File: config.mk
export PLATFORM = sky130hd
export DESIGN_NAME = hawk_pgrd_seq
export DESIGN_NICKNAME = d
export VERILOG_FILES = /design/src/rtl/hacd_pkg.sv /design/src/rtl/hawk_pgrd_rdmux.sv /design/src/rtl/hawk_pgrd_seq.sv
export SDC_FILE = /design/constraint.sdc
export NUM_CORES = 1
export LEC_CHECK = 0
export CAP_MARGIN = 20
export CORE_AREA = 2 2 231 233
export DETAILED_ROUTE_END_ITERATION = 7
export DIE_AREA = 0 0 233 235
export PLACE_DENSITY_LB_ADDON = 0.15
export SLEW_MARGIN = 20
export SYNTH_ARGS = -nofsm -noshare
export SYNTH_HDL_FRONTEND = slang
export SYNTH_SLANG_ARGS = --single-unit
File: constraint.sdc
create_clock -name clk_i -period 3.8 [get_ports clk_i]
set_input_delay 1.14 -clock clk_i [delete_from_list [all_inputs] [get_ports clk_i]]
set_output_delay 1.14 -clock clk_i [all_outputs]
set_load 0.05 [all_outputs]
File: src/rtl/hacd_pkg.sv
// Shared types for the Hawk page-read sequencer: entry status, FSM state codes,
// table entry field positions, engine slot numbers and the table address helper.
package hacd_pkg;

  typedef enum logic [1:0] {
    STS_DALLOC = 2'd0,
    STS_UNCOMP = 2'd1,
    STS_COMP   = 2'd2,
    STS_INCOMP = 2'd3
  } hacd_sts_e;

  typedef enum logic [3:0] {
    ST_IDLE       = 4'd0,
    ST_LOOKUP     = 4'd1,
    ST_WAIT_ATT   = 4'd2,
    ST_DECODE     = 4'd3,
    ST_POP_FREE   = 4'd4,
    ST_WAIT_LST   = 4'd5,
    ST_ALLOC      = 4'd6,
    ST_TBL_UPD    = 4'd7,
    ST_TBL_DONE   = 4'd8,
    ST_COMPRESS   = 4'd9,
    ST_DECOMPRESS = 4'd10,
    ST_COMPACT    = 4'd11,
    ST_BUS_ERROR  = 4'd12
  } pgrd_state_e;

  localparam int unsigned ENT_STS_W  = 2;
  localparam int unsigned ENT_PG_LSB = 12;
  localparam int unsigned PAGE_SHIFT = 12;

  localparam logic [1:0] SLOT_COMP    = 2'd0;
  localparam logic [1:0] SLOT_DECOMP  = 2'd1;
  localparam logic [1:0] SLOT_COMPACT = 2'd2;

  // Tables hold 8-byte entries, so an index maps to base + idx*8.
  function automatic logic [63:0] entry_addr(input logic [63:0] base, input logic [63:0] idx);
    return base + (idx << 3);
  endfunction

endpackage

File: src/rtl/hawk_pgrd_rdmux.sv
// Shared AXI read-master mux: registers either the sequencer's own request or the
// active engine's slot onto the ports; rdm_reset follows the engine combinationally.
module hawk_pgrd_rdmux #(
  parameter int unsigned       ADDR_W   = 40,
  parameter logic [ADDR_W-1:0] ATT_BASE = '0
) (
  input  logic                       clk_i,
  input  logic                       rst_ni,
  input  logic                       eng_act_i,
  input  logic [1:0]                 eng_sel_i,
  input  logic [ADDR_W-1:0]          int_araddr_i,
  input  logic                       int_arvalid_i,
  input  logic [3*(ADDR_W+10)-1:0]   eng_rd_req_i,
  input  logic [2:0]                 eng_rdm_reset_i,
  output logic [ADDR_W-1:0]          araddr_o,
  output logic [7:0]                 arlen_o,
  output logic                       arvalid_o,
  output logic                       rready_o,
  output logic                       rdm_reset_o
);

  localparam int unsigned REQ_W = ADDR_W + 10;

  logic [REQ_W-1:0]  slot_req;
  logic              slot_rst;
  logic [ADDR_W-1:0] araddr_d;
  logic [7:0]        arlen_d;
  logic              arvalid_d, rready_d;

  always_comb begin
    case (eng_sel_i)
      2'd1:    begin slot_req = eng_rd_req_i[REQ_W +: REQ_W];   slot_rst = eng_rdm_reset_i[1]; end
      2'd2:    begin slot_req = eng_rd_req_i[2*REQ_W +: REQ_W]; slot_rst = eng_rdm_reset_i[2]; end
      default: begin slot_req = eng_rd_req_i[0 +: REQ_W];       slot_rst = eng_rdm_reset_i[0]; end
    endcase
  end

  always_comb begin
    if (eng_act_i) begin
      araddr_d  = slot_req[REQ_W-1 -: ADDR_W];
      arlen_d   = slot_req[9:2];
      arvalid_d = slot_req[1];
      rready_d  = slot_req[0];
    end else begin
      araddr_d  = int_araddr_i;
      arlen_d   = '0;
      arvalid_d = int_arvalid_i;
      rready_d  = 1'b1;
    end
  end

  always_ff @(posedge clk_i) begin
    if (!rst_ni) begin
      araddr_o  <= ATT_BASE;
      arlen_o   <= '0;
      arvalid_o <= 1'b0;
      rready_o  <= 1'b0;
    end else begin
      araddr_o  <= araddr_d;
      arlen_o   <= arlen_d;
      arvalid_o <= arvalid_d;
      rready_o  <= rready_d;
    end
  end

  assign rdm_reset_o = eng_act_i & slot_rst;

endmodule

File: src/rtl/hawk_pgrd_seq.sv
// Hawk page-read sequencer: ATT lookup, free-list allocation and engine hand-off.
// Define HAWK_COMPACT_EN to enable the compaction path (compact_req / COMPACT state).
module hawk_pgrd_seq
  import hacd_pkg::*;
#(
  parameter int unsigned       ADDR_W    = 40,
  parameter int unsigned       DATA_W    = 64,
  parameter int unsigned       IDX_W     = 16,
  parameter logic [ADDR_W-1:0] HPPA_BASE = 40'h80_0000_0000,
  parameter logic [ADDR_W-1:0] ATT_BASE  = '0,
  parameter logic [ADDR_W-1:0] TOL_BASE  = 40'h1000_0000
) (
  input  logic                     clk_i,
  input  logic                     rst_ni,
  input  logic                     lookup,
  input  logic [ADDR_W-13:0]       lookup_hppa,
  input  logic [IDX_W-1:0]         free_head,
  input  logic [IDX_W-1:0]         uncomp_head,
  input  logic [IDX_W-1:0]         uncomp_tail,
  input  logic                     arready,
  input  logic                     rvalid,
  input  logic                     rlast,
  input  logic [1:0]               rresp,
  input  logic [DATA_W-1:0]        rdata,
  output logic [ADDR_W-1:0]        araddr,
  output logic [7:0]               arlen,
  output logic                     arvalid,
  output logic                     rready,
  output logic                     allow_access,
  output logic                     trnsl_nack,
  output logic [ADDR_W-1:0]        trnsl_ppa,
  output logic [1:0]               trnsl_sts,
  input  logic                     pgwr_mngr_ready,
  input  logic                     tbl_update_done,
  output logic                     tbl_update,
  output logic [ADDR_W-13:0]       tol_att_id,
  output logic [ADDR_W-13:0]       tol_way,
  output logic [IDX_W-1:0]         tol_lst_idx,
  output logic                     comp_trig,
  output logic                     decomp_trig,
  output logic                     compact_trig,
  input  logic                     comp_done,
  input  logic                     decomp_done,
  input  logic                     compact_done,
  input  logic                     compact_req,
  input  logic [ADDR_W-13:0]       comp_freeway,
  output logic [ADDR_W-1:0]        decomp_freeway,
  output logic [ADDR_W-1:0]        decomp_cpage,
  input  logic [3*(ADDR_W+10)-1:0] eng_rd_req,
  input  logic [2:0]               eng_rdm_reset,
  output logic                     rdm_reset,
  output logic                     pgrd_mngr_ready,
  output logic                     bus_error
);

  localparam int unsigned PG_W = ADDR_W - PAGE_SHIFT;

  pgrd_state_e       state_q, state_d;
  hacd_sts_e         ent_sts_q, ent_sts_d;
  logic [PG_W-1:0]   att_id_q, att_id_d, ent_pg_q, ent_pg_d;
  logic [PG_W-1:0]   tol_att_q, tol_att_d, tol_way_q, tol_way_d;
  logic [IDX_W-1:0]  tol_idx_q, tol_idx_d;
  logic [ADDR_W-1:0] int_araddr_q, int_araddr_d, ppa_q, ppa_d;
  logic [ADDR_W-1:0] dfree_q, dfree_d, dcpage_q, dcpage_d;
  logic [1:0]        sts_q, sts_d;
  logic              from_free_q, from_free_d, allow_q, allow_d, nack_q, nack_d;
  logic              tbl_upd_q, tbl_upd_d, int_arvalid, rd_ok, eng_act;
  logic [1:0]        eng_sel;

  assign rd_ok = rvalid && rlast;

  always_comb begin
    state_d      = state_q;
    ent_sts_d    = ent_sts_q;
    att_id_d     = att_id_q;
    ent_pg_d     = ent_pg_q;
    tol_att_d    = tol_att_q;
    tol_way_d    = tol_way_q;
    tol_idx_d    = tol_idx_q;
    int_araddr_d = int_araddr_q;
    ppa_d        = ppa_q;
    sts_d        = sts_q;
    dfree_d      = dfree_q;
    dcpage_d     = dcpage_q;
    from_free_d  = from_free_q;
    allow_d      = 1'b0;
    nack_d       = 1'b0;
    tbl_upd_d    = 1'b0;
    int_arvalid  = 1'b0;
    unique case (state_q)
      ST_IDLE: begin
        // The requester still holds lookup during the completion pulse; don't re-accept it.
        if (lookup && !allow_q && !nack_q) begin
          att_id_d    = lookup_hppa - HPPA_BASE[ADDR_W-1:PAGE_SHIFT] + PG_W'(1);
          from_free_d = 1'b0;
          state_d     = ST_LOOKUP;
        end
`ifdef HAWK_COMPACT_EN
        else if (compact_req) state_d = ST_COMPACT;
`endif
      end
      ST_LOOKUP: if (arready && !arvalid) begin
        int_araddr_d = ADDR_W'(entry_addr(64'(ATT_BASE), 64'(att_id_q)));
        int_arvalid  = 1'b1;
        state_d      = ST_WAIT_ATT;
      end
      ST_WAIT_ATT: if (rd_ok) begin
        if (rresp == 2'b00) begin
          ent_sts_d = hacd_sts_e'(rdata[ENT_STS_W-1:0]);
          ent_pg_d  = rdata[ENT_PG_LSB +: PG_W];
          state_d   = ST_DECODE;
        end else begin
          state_d = ST_BUS_ERROR;
        end
      end
      ST_DECODE: begin
        if (ent_sts_q == STS_UNCOMP || ent_sts_q == STS_INCOMP) begin
          allow_d = 1'b1;
          ppa_d   = {ent_pg_q, {PAGE_SHIFT{1'b0}}};
          sts_d   = ent_sts_q;
          state_d = ST_IDLE;
        end else begin
          state_d = ST_POP_FREE;
        end
      end
      ST_POP_FREE: begin
        if (free_head != '0) begin
          int_araddr_d = ADDR_W'(entry_addr(64'(TOL_BASE), 64'(free_head)));
          int_arvalid  = 1'b1;
          state_d      = ST_WAIT_LST;
        end else if (uncomp_head != uncomp_tail) begin
          state_d = ST_COMPRESS;
        end else begin
          nack_d  = 1'b1;
          state_d = ST_IDLE;
        end
      end
      ST_WAIT_LST: if (rd_ok) begin
        tol_att_d   = att_id_q;
        tol_way_d   = rdata[ENT_PG_LSB +: PG_W];
        tol_idx_d   = free_head;
        from_free_d = 1'b1;
        if (ent_sts_q == STS_COMP) begin
          dfree_d  = {rdata[ENT_PG_LSB +: PG_W], {PAGE_SHIFT{1'b0}}};
          dcpage_d = {ent_pg_q, {PAGE_SHIFT{1'b0}}};
          state_d  = ST_DECOMPRESS;
        end else begin
          state_d = ST_ALLOC;
        end
      end
      ST_ALLOC: begin
        ppa_d   = {tol_way_q, {PAGE_SHIFT{1'b0}}};
        sts_d   = STS_UNCOMP;
        state_d = ST_TBL_UPD;
      end
      ST_TBL_UPD: if (pgwr_mngr_ready) begin
        tbl_upd_d = 1'b1;
        state_d   = ST_TBL_DONE;
      end
      ST_TBL_DONE: if (tbl_update_done) begin
        allow_d = 1'b1;
        state_d = ST_IDLE;
      end
      ST_COMPRESS: if (comp_done) begin
        if (ent_sts_q == STS_COMP) begin
          dfree_d  = {comp_freeway, {PAGE_SHIFT{1'b0}}};
          dcpage_d = {ent_pg_q, {PAGE_SHIFT{1'b0}}};
          state_d  = ST_DECOMPRESS;
        end else begin
          allow_d = 1'b1;
          ppa_d   = {comp_freeway, {PAGE_SHIFT{1'b0}}};
          sts_d   = STS_UNCOMP;
          state_d = ST_IDLE;
        end
      end
      ST_DECOMPRESS: if (decomp_done) begin
        ppa_d = dfree_q;
        sts_d = STS_UNCOMP;
        if (from_free_q) begin
          state_d = ST_TBL_UPD;
        end else begin
          allow_d = 1'b1;
          state_d = ST_IDLE;
        end
      end
      ST_COMPACT:   if (compact_done) state_d = ST_IDLE;
      ST_BUS_ERROR: state_d = ST_BUS_ERROR;
      default:      state_d = ST_IDLE;
    endcase
  end

  always_ff @(posedge clk_i) begin
    if (!rst_ni) begin
      state_q      <= ST_IDLE;
      ent_sts_q    <= STS_DALLOC;
      att_id_q     <= '0;
      ent_pg_q     <= '0;
      tol_att_q    <= '0;
      tol_way_q    <= '0;
      tol_idx_q    <= '0;
      int_araddr_q <= ATT_BASE;
      ppa_q        <= '0;
      sts_q        <= '0;
      dfree_q      <= '0;
      dcpage_q     <= '0;
      from_free_q  <= 1'b0;
      allow_q      <= 1'b0;
      nack_q       <= 1'b0;
      tbl_upd_q    <= 1'b0;
    end else begin
      state_q      <= state_d;
      ent_sts_q    <= ent_sts_d;
      att_id_q     <= att_id_d;
      ent_pg_q     <= ent_pg_d;
      tol_att_q    <= tol_att_d;
      tol_way_q    <= tol_way_d;
      tol_idx_q    <= tol_idx_d;
      int_araddr_q <= int_araddr_d;
      ppa_q        <= ppa_d;
      sts_q        <= sts_d;
      dfree_q      <= dfree_d;
      dcpage_q     <= dcpage_d;
      from_free_q  <= from_free_d;
      allow_q      <= allow_d;
      nack_q       <= nack_d;
      tbl_upd_q    <= tbl_upd_d;
    end
  end

  always_comb begin
    eng_act = 1'b1;
    eng_sel = SLOT_COMP;
    case (state_q)
      ST_COMPRESS:   eng_sel = SLOT_COMP;
      ST_DECOMPRESS: eng_sel = SLOT_DECOMP;
      ST_COMPACT:    eng_sel = SLOT_COMPACT;
      default:       eng_act = 1'b0;
    endcase
  end

  hawk_pgrd_rdmux #(
    .ADDR_W   (ADDR_W),
    .ATT_BASE (ATT_BASE)
  ) u_rdmux (
    .clk_i           (clk_i),
    .rst_ni          (rst_ni),
    .eng_act_i       (eng_act),
    .eng_sel_i       (eng_sel),
    .int_araddr_i    (int_araddr_d),
    .int_arvalid_i   (int_arvalid),
    .eng_rd_req_i    (eng_rd_req),
    .eng_rdm_reset_i (eng_rdm_reset),
    .araddr_o        (araddr),
    .arlen_o         (arlen),
    .arvalid_o       (arvalid),
    .rready_o        (rready),
    .rdm_reset_o     (rdm_reset)
  );

  assign comp_trig       = (state_q == ST_COMPRESS);
  assign decomp_trig     = (state_q == ST_DECOMPRESS);
`ifdef HAWK_COMPACT_EN
  assign compact_trig    = (state_q == ST_COMPACT);
`else
  assign compact_trig    = 1'b0;
  logic unused_compact;
  assign unused_compact  = compact_req;
`endif
  assign pgrd_mngr_ready = (state_q == ST_IDLE);
  assign bus_error       = (state_q == ST_BUS_ERROR);

  assign allow_access    = allow_q;
  assign trnsl_nack      = nack_q;
  assign trnsl_ppa       = ppa_q;
  assign trnsl_sts       = sts_q;
  assign tbl_update      = tbl_upd_q;
  assign tol_att_id      = tol_att_q;
  assign tol_way         = tol_way_q;
  assign tol_lst_idx     = tol_idx_q;
  assign decomp_freeway  = dfree_q;
  assign decomp_cpage    = dcpage_q;

  logic unused_rdata;
  assign unused_rdata = ^{rdata[DATA_W-1:ENT_PG_LSB+PG_W], rdata[ENT_PG_LSB-1:ENT_STS_W]};

endmodule

==> summary.txt, run 1 <==
Place
  – Dpl hpwl: 42000 µm
  – Post-Place Cells: 2846
  – # port buffers: 515
  – Final GP Congestion: 0.890

Layout
  – P&R area growth vs syn: 52.0%
  – Fin nets: 2537
  – Share of layout cells above drive strength 1: 6.65%
  – Post-Layout Cell Count: 2916

Timing
  – Fin crit period: 3670 ps
  – Final hold violation count: 0
  – Final period util: 96.5%
  – Clk_skew: 17.4 ps
  – Slew Viols, Final: 0
  – Setup Viol. Count Final: 0
  – Setup TNS: 0 ps
  – Max_slew headroom: 49.9%
  – RSZ-0062 raised after global routing: false
  – Maximum clock rate: 273 MHz
  – Worst-Margin Slew: 751 ps

Clocking
  – CTS max path bufs: 3
  – Clock transition at path regs: 60 ps
  – Post-CTS setup buffer count: 0
  – CTS root buffer: clkbuf_16
  – CTS tree: done
  – Worst skew pair latency: 560 ps
  – Clk sinks: 314
  – Num CTS Buffers: 39
  – H-tree Lvls: 2

Setup path
  – Worst Setup Path Type: flop to primary output
  – Critical Path RT: 2660 ps
  – Startpoint Class: flop
  – Crit path max fanout: 37
  – Crit end category: primary output
  – Crit path DAT: 2530 ps

Logic synthesis
  – Post-synthesis sequential area ratio: 45.3%
  – Mapped cell area: 13900 µm²
  – Top cells by area, synth: dfxtp_1 (45%), nand2_1 (11%), a21oi_1 (6.7%), nor2_1 (3.9%), a222oi_1 (3.2%)
  – Average size of a mapped cell: 8.00 µm²
  – Post-synth top area cell: dfxtp_1
  – Synth Instances: 1735
  – Synth async-reset ratio: 0%
  – #FFs+latches synth: 314
  – Top cell type's share of synthesized area: 45.3%
  – Top cells by count, synth: nand2_1 (400), dfxtp_1 (314), a21oi_1 (185)
  – Unique masters post-synth: 69
  – YS warnings: 0
  – Post-synth EDFFs: 0
  – Top-count cell post-synth: nand2_1
  – Synth Flop Type: dfxtp_1

Drt
  – Vias/cell: 4.87
  – Iter 0 DRT Violations: 952
  – Final antenna-violating net count: 0
  – Final Routed Wirelength: 58300 µm
  – Detailed-route wire length per cell: 20.0 µm
  – DR pass1 iterations: 7
  – DRC: 0
  – DR vias: 14.2k

Global route
  – First-pass GRT wire length: 86200 µm
  – Largest net degree at the start of global routing: 138
  – All-layer global routing usage: 20.6%
  – Congestion Overflow GR: 0
  – Number of global-route vias before repair: 14.2k
  – Initial antenna violation count: 5

Power
  – Leak: 7.28 nW
  – Max VDD drop: 0.000311 V
  – Ratio of total power to cell area: 465 nW/µm²

Status
  – Status: finished, final reports clean

Floorplan
  – Die height: 235 µm
  – Starting Density: 26.6%
  – I/O pins: 588
  – Die ar.: 54800 µm²
  – DIE WIDTH: 233 µm
  – Row count: 84
  – Core Box Area: 52200 µm²

Min path
  – Hold WC Path Type: flop to flop

Run
  – Max cap viols: 0
-- per-stage QoR --
step | utilization, % | area (µm²) | setup slack, ps | hold WS (ps) | total power [mW]
floorplan | - | 14000 | 52.7 | 441 | 5.07
global placement | 37.9 | 19800 | 207 | 444 | 6.17
detailed placement | 37.9 | 19800 | 191 | 446 | 6.19
CTS | 40.4 | 21100 | 2.48 | 454 | 9.94
global route | 40.4 | 21100 | 7.66 | 465 | 10.3
finish | 40.4 | 21100 | 133 | 451 | 9.80
-- kinds of logic after synthesis --
kind of cell,count (synthesis),share of synthesized area [%]
and+or+nand+nor,667,20.6
AOI/OAI and AO/OA,456,21.4
DFF,314,45.3
buffers and inverters,222,7.47
xor gates and xnor gates,40,2.53
muxes,32,2.41
adders and majority gates,3,0.271
other,1,0.0270
-- path summary, 6_finish.rpt --
kind	from	endpoint	slack, ps	cells after the start
max	state_q[2]	rdm_reset	130	8
max reg2reg	state_q[2]	u_rdmux.araddr_o[20]	1090	8
min	trnsl_sts[0]	trnsl_sts[0]	450	2
min reg2reg	trnsl_sts[0]	trnsl_sts[0]	450	2
-- power breakdown --
| part | internal [mW] | total [mW] | switching [mW] |
|---|---|---|---|
| logic | 0.986 | 2.41 | 1.42 |
| registers | 3.52 | 3.70 | 0.175 |
| clock network | 2.19 | 3.69 | 1.50 |
| total | 6.70 | 9.80 | 3.10 |
-- area by class of cell --
cell class	instances	area [µm²]
fill	5271	31100
inverter	39	154
antenna	4	10.0
clock inverter	13	118
tap	688	861
sequential	314	6290
multi-input combinational	1235	6780
timing repair buffer	570	5730
clock buffer	53	1150
-- metal layers --
metal	global-route usage [%]	vias up	wire length, µm	part of all wire, %
met2	36.3	524	28800	49
met4	5.60	4	1270	2.2
met5	0	-	27	0.046
li1	-	6930	-	-
met3	5.28	76	4560	7.8
met1	24.6	6678	23700	41
-- repair_timing --
item                                    CTS  global route
hold endpoints to repair                  0             0
hold buffers                              0             0
endpoints found under the setup margin    0             1
gates resized for setup                   0             2
-- critical path: stages, from the launching register on --
cell and delay (ps):
dfxtp_1 290, buf_4 170, and4bb_2 400, inv_1 100, ha_4 480, nor2_1 80
a21oi_1 220, nor2_4 60, buf_12 150
-- layout by cell type (no fill, tap or decap), types with 14 or more instances in the layout --
master	instances
a211oi_1	17
a21oi_1	185
a222oi_1	44
a22oi_1	52
a311oi_1	28
a31oi_1	14
and3_1	21
buf_12	14
buf_4	46
clkbuf_16	41
clkdlybuf4s50_1	510
conb_1	37
dfxtp_1	312
inv_1	37
mux2i_1	30
nand2_1	400
nor2_1	144
nor2b_1	17
nor3_1	19
o21ai_0	45
o22ai_1	31
xnor2_1	30
-- registers in the layout, summed over array words and instances, names as in the netlist, 4 cells and up --
signal            count
ent_pg_q             28
tol_att_id           28
att_id_q             28
trnsl_ppa            28
tol_way              28
decomp_freeway       28
decomp_cpage         28
u_rdmux.arlen_o       8
int_araddr_q         40
state_q               4
tol_lst_idx          16
u_rdmux.araddr_o     40
Power figures use the tool's default switching activity.
==> inputs of run 2 (changes only) <==
- CORE_AREA: 2 2 231 233 -> 2 2 228 230
- CTS_BUF_LIST: not set -> sky130_fd_sc_hd__clkbuf_2
- DIE_AREA: 0 0 233 235 -> 0 0 230 232
==> summary.txt, run 2 (synthesis results as in run 1) <==
Status
  – Status: finished, final reports clean

Timing
  – Max_slew headroom: 49.9% (-0.060 points)
  – Post-route setup slack: 44.8 ps (-87.9 ps)
  – Setup Viol. Count Final: 0 (unchanged)
  – Worst-Margin Slew: 752 ps (+0.894 ps)
  – Maximum clock rate: 266 MHz (-2.3%)
  – RSZ-0062 raised after global routing: true
  – Final period util: 98.8% (+2.3 points)
  – Final hold violation count: 0 (unchanged)
  – Clk_skew: 67.0 ps (+49.6 ps)
  – Fin crit period: 3760 ps (+87.9 ps)
  – Slew Viols, Final: 0 (unchanged)

Global route
  – First-pass GRT wire length: 86000 µm (-0.22%)
  – Congestion Overflow GR: 0 (unchanged)
  – Met3 global-route usage: 7.50% (+2.2 points)
  – GR Util met2: 37.0% (+0.70 points)
  – Number of global-route vias before repair: 14.4k (+1.2%)
  – Met1 usage: 23.5% (-1.1 points)
  – Largest net degree at the start of global routing: 127 (-8.0%)
  – Initial antenna violation count: 12 (+7)
  – All-layer global routing usage: 21.2% (+0.60 points)
  – GR peak layer: met2

Drt
  – Iter 0 DRT Violations: 884 (-7.1%)
  – Detailed-route wire length per cell: 19.5 µm (-2.4%)
  – DRC: 0 (unchanged)
  – Vias/cell: 4.84 (-0.61%)
  – DR vias: 14.6k (+2.4%)
  – Final antenna-violating net count: 0 (unchanged)
  – DR pass1 iterations: 8 (+1)
  – Final Routed Wirelength: 58600 µm (+0.51%)

Floorplan
  – Core Box Area: 50900 µm² (-2.6%)
  – Die height: 232 µm (-1.3%)
  – Die ar.: 53400 µm² (-2.5%)
  – Starting Density: 27.3% (+0.70 points)
  – I/O pins: 588 (unchanged)
  – DIE WIDTH: 230 µm (-1.3%)
  – Row count: 83 (-1.2%)

Setup path
  – Startpoint Class: flop
  – Crit path buffers/inverters: 3 (unchanged)
  – R2R Setup Slk: 1020 ps (-70 ps)
  – Crit path DAT: 2620 ps (+90 ps)
  – Critical Path RT: 2660 ps (about the same)
  – CP delay by family, top: simple AND/OR/NAND/NOR gates
  – Worst Setup Path Type: flop to primary output
  – Reg-to-reg critical path startpoint: state_q[0]
  – Top cell by count, worst path: buf_12
  – Slowest Stage Delay on Critical Path: 360 ps (-120 ps)
  – Crit path to: rdm_reset
  – Critical path depth: 9 (+1)
  – Slowest CP cell: dfxtp_4
  – Crit path max fanout: 3 (-92%)
  – Crit path cell chain: buf_12 -> and4bb_2 -> inv_2 -> ha_4 -> a22oi_2 -> nor2_1 -> a21oi_2 -> nor2_4 -> buf_12
  – Critical R2R Capture: trnsl_ppa[18]
  – Crit end category: primary output
  – Setup crit start: state_q[0]
  – FF-to-FF path depth: 8 (unchanged)

Layout
  – Largest regs: int_araddr_q x40, u_rdmux.araddr_o x40
  – P&R area growth vs syn: 49.3%
  – Commonest non-fill, non-tap cells in the layout: clkdlybuf4s50_1 (509), nand2_1 (399), dfxtp_1 (310), a21oi_1 (184), nor2_1 (144)
  – Share of layout cells above drive strength 1: 10.4% (+3.8 points)
  – Post-Layout Cell Count: 3004 (+3.0%)
  – Fin nets: 2585 (+1.9%)
  – Most common cell after layout, fill and taps aside: clkdlybuf4s50_1
  – Core Util, Final: 40.7% (+0.32 points)

Clocking
  – CTS tree: done
  – Clock transition at path regs: 100 ps (+40 ps)
  – Worst skew pair latency: 1050 ps (+490 ps)
  – H-tree Lvls: 3 (+1)
  – CTS max path bufs: 3 (unchanged)
  – CTS root buffer: clkbuf_2
  – Num CTS Buffers: 88 (+130%)
  – Clk sinks: 314 (unchanged)
  – Cts hold-fix bufs: 0 (unchanged)

Power
  – Max VDD drop: 0.000205 V (-34%)
  – Leak: 7.32 nW (+0.50%)
  – Ratio of total power to cell area: 421 nW/µm² (-9.4%)

Run
  – Max cap viols: 0 (unchanged)

Place
  – Dpl hpwl: 42300 µm (+0.74%)
  – Post-Place Cells: 2831 (-0.53%)
  – Final GP Congestion: 0.872 (-2.0%)
  – # port buffers: 515 (unchanged)
  – Place WS: -55.8 ps (-247 ps)

Min path
  – Hold WC Path Type: flop to flop
  – Hold path depth: 2 (unchanged)
## run 2: changes by cell type in the layout (fill, tap and decap cells not counted), sizes merged, moves of 2 or more
cell      previous run  this run
diode                4         8
clkbuf              53       139
clkinv               6        16
buf                 60        58
clkinvlp             5         0
## run 2: what timing repair did
action | CTS | global route
endpoints found under the setup margin | 5 | 4
resized for setup | 22 | 4
pin swaps | 3 | 0
gates cloned | 1 | 0
setup buffers | 2 | 3
## run 2: worst reg2reg max path: stages (launching register included)
cell	delay [ps]
dfxtp_4	360
buf_12	120
and4bb_2	340
buf_4	450
or3_1	700
buf_4	370
o21ai_0	180
nand2_1	120
mux2i_1	70
## run 2: per-stage QoR
stage / total power, mW / area (µm²) / TNS [ps] / hold WS (ps)
finish: 8.71 / 20700 / 0 / 452
global route: 9.21 / 20700 / -226 / 340
CTS: 8.84 / 20700 / -131 / 330
detailed placement: 6.10 / 19700 / -147 / 446
global placement: 6.08 / 19700 / 0 / 441
floorplan: 5.07 / 14000 / 0 / 441
## run 2: final cells by class
type | instances | area [µm²]
Antenna cell | 8 | 20.0
Clock buffer | 139 | 696
Clock inverter | 20 | 135
Fill cell | 5265 | 30200
Inverter | 39 | 154
Multi-Input combinational cell | 1235 | 6810
Sequential cell | 314 | 6300
Tap cell | 680 | 851
Timing Repair Buffer | 569 | 5750
## run 2: power breakdown
group          internal (mW)  switching, mW  total, mW  leakage [nW]
Sequential              3.52          0.185       3.71          2.54
Combinational          0.982           1.41       2.40          4.13
Clock                   1.10           1.51       2.61         0.646
Total                   5.60           3.11       8.71          7.32
## run 2: how the worst min path moves through the flow
stage	from	to	slack (ps)
floorplan	att_id_q[15]	tol_att_id[15]	440
detailed placement	tol_lst_idx[5]	tol_lst_idx[5]	450
CTS	rst_ni	att_id_q[24]	330
global route	rst_ni	att_id_q[22]	340
global placement	trnsl_sts[0]	trnsl_sts[0]	440
finish	ent_pg_q[17]	decomp_cpage[29]	450
## run 2: metal layers
metal | share of wire (%) | vias to the layer above | wire length, µm
met4 | 3.3 | 12 | 1940
met2 | 49 | 573 | 28800
met3 | 8.8 | 122 | 5180
met5 | 0.15 | - | 89
met1 | 39 | 6753 | 22600
li1 | - | 7092 | -
